--- src/rtl/logic_unit_pkg.sv ---
// Shared op codes and the per-bit evaluation function for the pipelined logic unit.
package logic_unit_pkg;

   localparam int OP_W = 3;

   localparam logic [OP_W-1:0] LU_NOT  = 3'd0;
   localparam logic [OP_W-1:0] LU_AND  = 3'd1;
   localparam logic [OP_W-1:0] LU_NAND = 3'd2;
   localparam logic [OP_W-1:0] LU_OR   = 3'd3;
   localparam logic [OP_W-1:0] LU_NOR  = 3'd4;
   localparam logic [OP_W-1:0] LU_XOR  = 3'd5;
   localparam logic [OP_W-1:0] LU_XNOR = 3'd6;
   localparam logic [OP_W-1:0] LU_PASS = 3'd7;

   // Evaluated one bit at a time.  The top replicates it across WIDTH so the
   // function stays width-agnostic and leaves no unused upper bits behind.
   function automatic logic lu_eval(input logic [OP_W-1:0] op,
                                    input logic            a,
                                    input logic            b);
      logic r;
      case (op)
         LU_NOT:  r = ~a;
         LU_AND:  r = a & b;
         LU_NAND: r = ~(a & b);
         LU_OR:   r = a | b;
         LU_NOR:  r = ~(a | b);
         LU_XOR:  r = a ^ b;
         LU_XNOR: r = ~(a ^ b);
         default: r = a;
      endcase
      return r;
   endfunction

endpackage

--- src/rtl/logic_unit_pipe_stage.sv ---
// Valid/ready register slice with full throughput: it accepts new data whenever
// it is empty or its contents leave in the same cycle.
module lu_pipe_stage #(
   parameter int DW = 8
) (
   input  logic          clk,
   input  logic          rst,
   input  logic          in_valid,
   output logic          in_ready,
   input  logic [DW-1:0] in_data,
   output logic          out_valid,
   input  logic          out_ready,
   output logic [DW-1:0] out_data
);

   assign in_ready = !out_valid | out_ready;

   // Valid follows the upstream offer on every advance; the data register only
   // loads when something real is being captured.
   always_ff @(posedge clk) begin
      if (rst) begin
         out_valid <= 1'b0;
         out_data  <= '0;
      end else if (in_ready) begin
         out_valid <= in_valid;
         if (in_valid) out_data <= in_data;
      end
   end

endmodule

--- src/rtl/logic_unit_pipe.sv ---
// Two-stage pipelined WIDTH-bit bitwise logic unit with result flags.
// S1 holds {op, a, b}; the op is evaluated between the slices and S2 holds
// {result, zero, ones, parity}.
module logic_unit_pipe
   import logic_unit_pkg::*;
#(
   parameter int WIDTH = 8
) (
   input  logic             clk,
   input  logic             rst,
   input  logic             in_valid,
   output logic             in_ready,
   input  logic [OP_W-1:0]  in_op,
   input  logic [WIDTH-1:0] in_a,
   input  logic [WIDTH-1:0] in_b,
   output logic             out_valid,
   input  logic             out_ready,
   output logic [WIDTH-1:0] out_result,
   output logic             out_zero,
   output logic             out_ones,
   output logic             out_parity
);

   localparam int S1_W = OP_W + 2 * WIDTH;
   localparam int S2_W = WIDTH + 3;

   logic            s1_valid;
   logic            s2_ready;
   logic [S1_W-1:0] s1_data;
   logic [S2_W-1:0] s2_in_data;
   logic [S2_W-1:0] s2_data;

   logic [OP_W-1:0]  s1_op;
   logic [WIDTH-1:0] s1_a;
   logic [WIDTH-1:0] s1_b;
   logic [WIDTH-1:0] result;

   lu_pipe_stage #(.DW(S1_W)) u_s1 (
      .clk       (clk),
      .rst       (rst),
      .in_valid  (in_valid),
      .in_ready  (in_ready),
      .in_data   ({in_op, in_a, in_b}),
      .out_valid (s1_valid),
      .out_ready (s2_ready),
      .out_data  (s1_data)
   );

   assign s1_op = s1_data[S1_W-1 -: OP_W];
   assign s1_a  = s1_data[2*WIDTH-1 -: WIDTH];
   assign s1_b  = s1_data[WIDTH-1:0];

   // Bitwise op applied lane by lane on the S1 contents.
   always_comb begin
      result = '0;
      for (int i = 0; i < WIDTH; i++) begin
         result[i] = lu_eval(s1_op, s1_a[i], s1_b[i]);
      end
   end

   // Flags ride with the result so they are captured on the same S2 advance.
   assign s2_in_data = {result, ~|result, &result, ^result};

   lu_pipe_stage #(.DW(S2_W)) u_s2 (
      .clk       (clk),
      .rst       (rst),
      .in_valid  (s1_valid),
      .in_ready  (s2_ready),
      .in_data   (s2_in_data),
      .out_valid (out_valid),
      .out_ready (out_ready),
      .out_data  (s2_data)
   );

   assign out_result = s2_data[S2_W-1 -: WIDTH];
   assign out_zero   = s2_data[2];
   assign out_ones   = s2_data[1];
   assign out_parity = s2_data[0];

endmodule
--- config.mk ---
export PLATFORM = sky130hd
export DESIGN_NAME = logic_unit_pipe
export DESIGN_NICKNAME = d
export VERILOG_FILES = /design/src/rtl/logic_unit_pkg.sv /design/src/rtl/logic_unit_pipe_stage.sv /design/src/rtl/logic_unit_pipe.sv
export SDC_FILE = /design/constraint.sdc
export NUM_CORES = 1
export LEC_CHECK = 0
export BUFFER_PORTS_ARGS = -buffer_cell sky130_fd_sc_hd__buf_2
export CAP_MARGIN = 20
export CORE_UTILIZATION = 35
export DETAILED_ROUTE_END_ITERATION = 10
export PLACE_DENSITY = 0.62
export SETUP_SLACK_MARGIN = 0.15
export SYNTH_ARGS = -nofsm -noshare
export SYNTH_HDL_FRONTEND = slang
export SYNTH_HIERARCHICAL = 1
export SYNTH_SLANG_ARGS = --single-unit
--- constraint.sdc ---
create_clock -name clk -period 2.7 [get_ports clk]
set_clock_uncertainty 0.05 [all_clocks]
set_input_delay 0 -clock clk [delete_from_list [all_inputs] [get_ports clk]]
set_output_delay 0 -clock clk [all_outputs]
set_load 0.05 [all_outputs]
==> reports/qor.csv <==
metric,value,unit
path_cells,"inv_2, ha_4, mux2_4, mux4_2, ha_4, xor2_2, xnor2_1, xnor3_1, nand3_2, a21oi_2",
cp_max_fo,2,
hold_viol,0,
drtIter0Drc,87,
async_flop_share,0,%
place_congestion,0.8361,
reg2regPathDepth,10,
relSlewSlack,41.72,%
grt_use_met1,24.15,%
min-delay-path-class,in -> reg,
remaining_drc_errors,0,
syn-cell-area,0.002550,mm^2
grt_overflow,0,
htreeDepth,2,
avgViaCountPerCell,4.914,
cpMaxStageDelayCell,mux4_2,
dp.cells,392,
clk_pin_slew,0.07,ns
grt_pass1_wl,9784,um
clock_sinks,32,
num_vias,2069,
final_cells,421,
final_cell_mix,"buf_2 (35), nand3_1 (29), a21bo_1 (26), a21oi_2 (26), dfxtp_1 (26)",
netlist_instances,271,
rsz0062_at_grt,yes,
drive_gt1_share,35.38,%
grt_use_total,16.51,%
die_h,87.36,um
antennaDiodeCount,0,
dieArea,0.007631,mm^2
critPathLaunchType,register,
grt_pass1_vias,2046,
initial_core_util,36.92,%
fin_crit_sh,94.26,%
crit_type,reg -> reg,
drv_slew,0,
coreArea,0.006907,mm^2
synth.distinct_cells,46,
period_needed,2.545,ns
r2r_setup_slack,0.15,ns
rows,30,
hold_slack,0.1631,ns
clk_path_buf_depth,2,
io_pins,36,
vdd_drop_max,0.0002080,V
synth_edf_count,0,
dr.pass1.iters,4,
yosysSeqAreaShare,25.12,%
die_w,87.36,um
syn_area_per_cell,9.409,um^2
finalSetupViolCount,0,
met3_usage,3.033,%
clock-root-buffer,clkbuf_8,
final_common_cell,buf_2,
tightest_slew,0.8743,ns
status,"finished, final reports clean",
yosys_warnings,6,
io_buffers,35,
grt_max_degree,41,
cts_tree,yes,
hpwl,3770,um
wl,5624,um
p_leak,1.328,nW
tns,0,ns
powerDensity,457.1,mW/mm^2
fmax,0.3929,GHz
cp.required,2.78,ns
crit_path_end_kind,register,
n_fill_cell,687,
met2_usage,24.36,%
area_delta_synth_final,24.48,%
cp_data_arrival_time,2.63,ns
cts_buffers,5,
clk_latency,0.29,ns
drv_cap,0,
antenna_found_initial,0,
synth_nets,315,
grt_busiest_layer,met2,
synthFlopType,dfxtp_1,
max_stage_delay,0.51,ns
nets,368,
ant_nets,0,
hold_path_depth,3,
routedWlPerCell,13.36,um
ys_ff_latch,32,
crit_top_cell,ha_4,
synth_stat cells, types with 2 or more instances:
| master | instances | area share (%) |
|---|---|---|
| dfxtp_1 | 32 | 25 |
| nand3_1 | 30 | 5.9 |
| a21bo_1 | 26 | 10 |
| a21oi_2 | 26 | 8.9 |
| ha_1 | 21 | 10 |
| inv_1 | 20 | 2.9 |
| mux2i_1 | 13 | 5.1 |
| a21oi_1 | 10 | 2.0 |
| nand2_1 | 9 | 1.3 |
| buf_2 | 7 | 1.4 |
| buf_6 | 6 | 2.6 |
| clkbuf_1 | 6 | 0.88 |
| nor2_1 | 6 | 0.88 |
| a21bo_2 | 4 | 1.6 |
| mux2_2 | 4 | 1.8 |
| mux4_2 | 4 | 3.5 |
| o21ai_0 | 4 | 0.79 |
| nand2b_1 | 3 | 0.74 |
| nor2b_1 | 3 | 0.74 |
| nor3_1 | 3 | 0.59 |
| o211ai_1 | 3 | 0.88 |
| a21o_1 | 2 | 0.59 |
| a221oi_1 | 2 | 0.69 |
| and3_1 | 2 | 0.49 |
| buf_4 | 2 | 0.59 |
| nand2b_4 | 2 | 1.1 |
| o21bai_1 | 2 | 0.59 |
what timing repair did:
item                                    4_1_cts  5_1_grt
pin swaps                                     4        5
hold buffers                                 19        0
hold endpoints to repair                     19        0
endpoints found under the setup margin        1        1
setup buffers                                 1        1
resized for setup                            10        8
final timing paths:
kind,from,endpoint
worst max register to register,u_s1/out_data[13],u_s2/out_data[0]
worst min-delay path,out_ready,u_s2/out_valid
worst max-delay path,u_s1/out_data[13],u_s2/out_data[0]
worst min register to register,u_s2/out_data[8],u_s2/out_data[8]
registers in the layout (all words and copies together), names as in the netlist:
| signal | cells |
|---|---|
| u_s1/out_data | 19 |
| u_s2/out_data | 11 |
| u_s1/out_valid | 1 |
| u_s2/out_valid | 1 |
cell type report:
class | instances | area [um^2] | area share (%)
flip-flops and latches | 32 | 648.1 | 20.42
inverters | 22 | 82.58 | 2.602
clock buffers | 6 | 72.57 | 2.286
well taps | 96 | 120.1 | 3.784
multi-input cells | 195 | 1742 | 54.87
clock inverters | 2 | 35.03 | 1.104
repair buffers | 68 | 474.2 | 14.94
report_power, final:
group | internal, W | switching (W)
Sequential | 0.000504 | 0.0000224
Clock | 0.000274 | 0.000182
Combinational | 0.000224 | 0.000245
logic make-up (layout without fill, tap and decap cells):
group	Yosys count	count (layout)	synth area share (%)
compound gates	86	86	28.51
xor+xnor	3	3	1.570
fa+ha+maj	21	21	10.30
buf+inv	44	98	9.322
flops	32	32	25.12
mux	23	23	12.02
simple gates	62	62	13.15
metal layers:
layer | vias up | wire [um]
met5 | - | 0
met4 | 0 | 58
met3 | 5 | 229
met2 | 49 | 2357
met1 | 943 | 2979
li1 | 1072 | -
through the flow:
step | total power, W | setup WS (ns) | util, % | area, um^2
3_5_place_dp | 0.0009470 | 0.06138 | 40.25 | 2780
4_1_cts | 0.001451 | 0.1065 | 45.42 | 3137
5_1_grt | 0.001532 | 0.04628 | 45.96 | 3174
3_3_place_gp | 0.0009401 | 0.09873 | 40.25 | 2780
2_1_floorplan | 0.0008636 | 0.1557 | - | 2556
6_report | 0.001451 | 0.1550 | 45.96 | 3174
worst max-delay path, delay by kind of cell, from the launching register on:
family | cells | cell delay, ns
xor gates and xnor gates | 3 | 0.54
buffers and inverters | 1 | 0.05
muxes | 2 | 0.77
adders and majority gates | 2 | 0.53
DFF | 1 | 0.33
and+or+nand+nor | 1 | 0.08
AOI/OAI and AO/OA | 1 | 0.05
(Power assumes the default switching activity.)
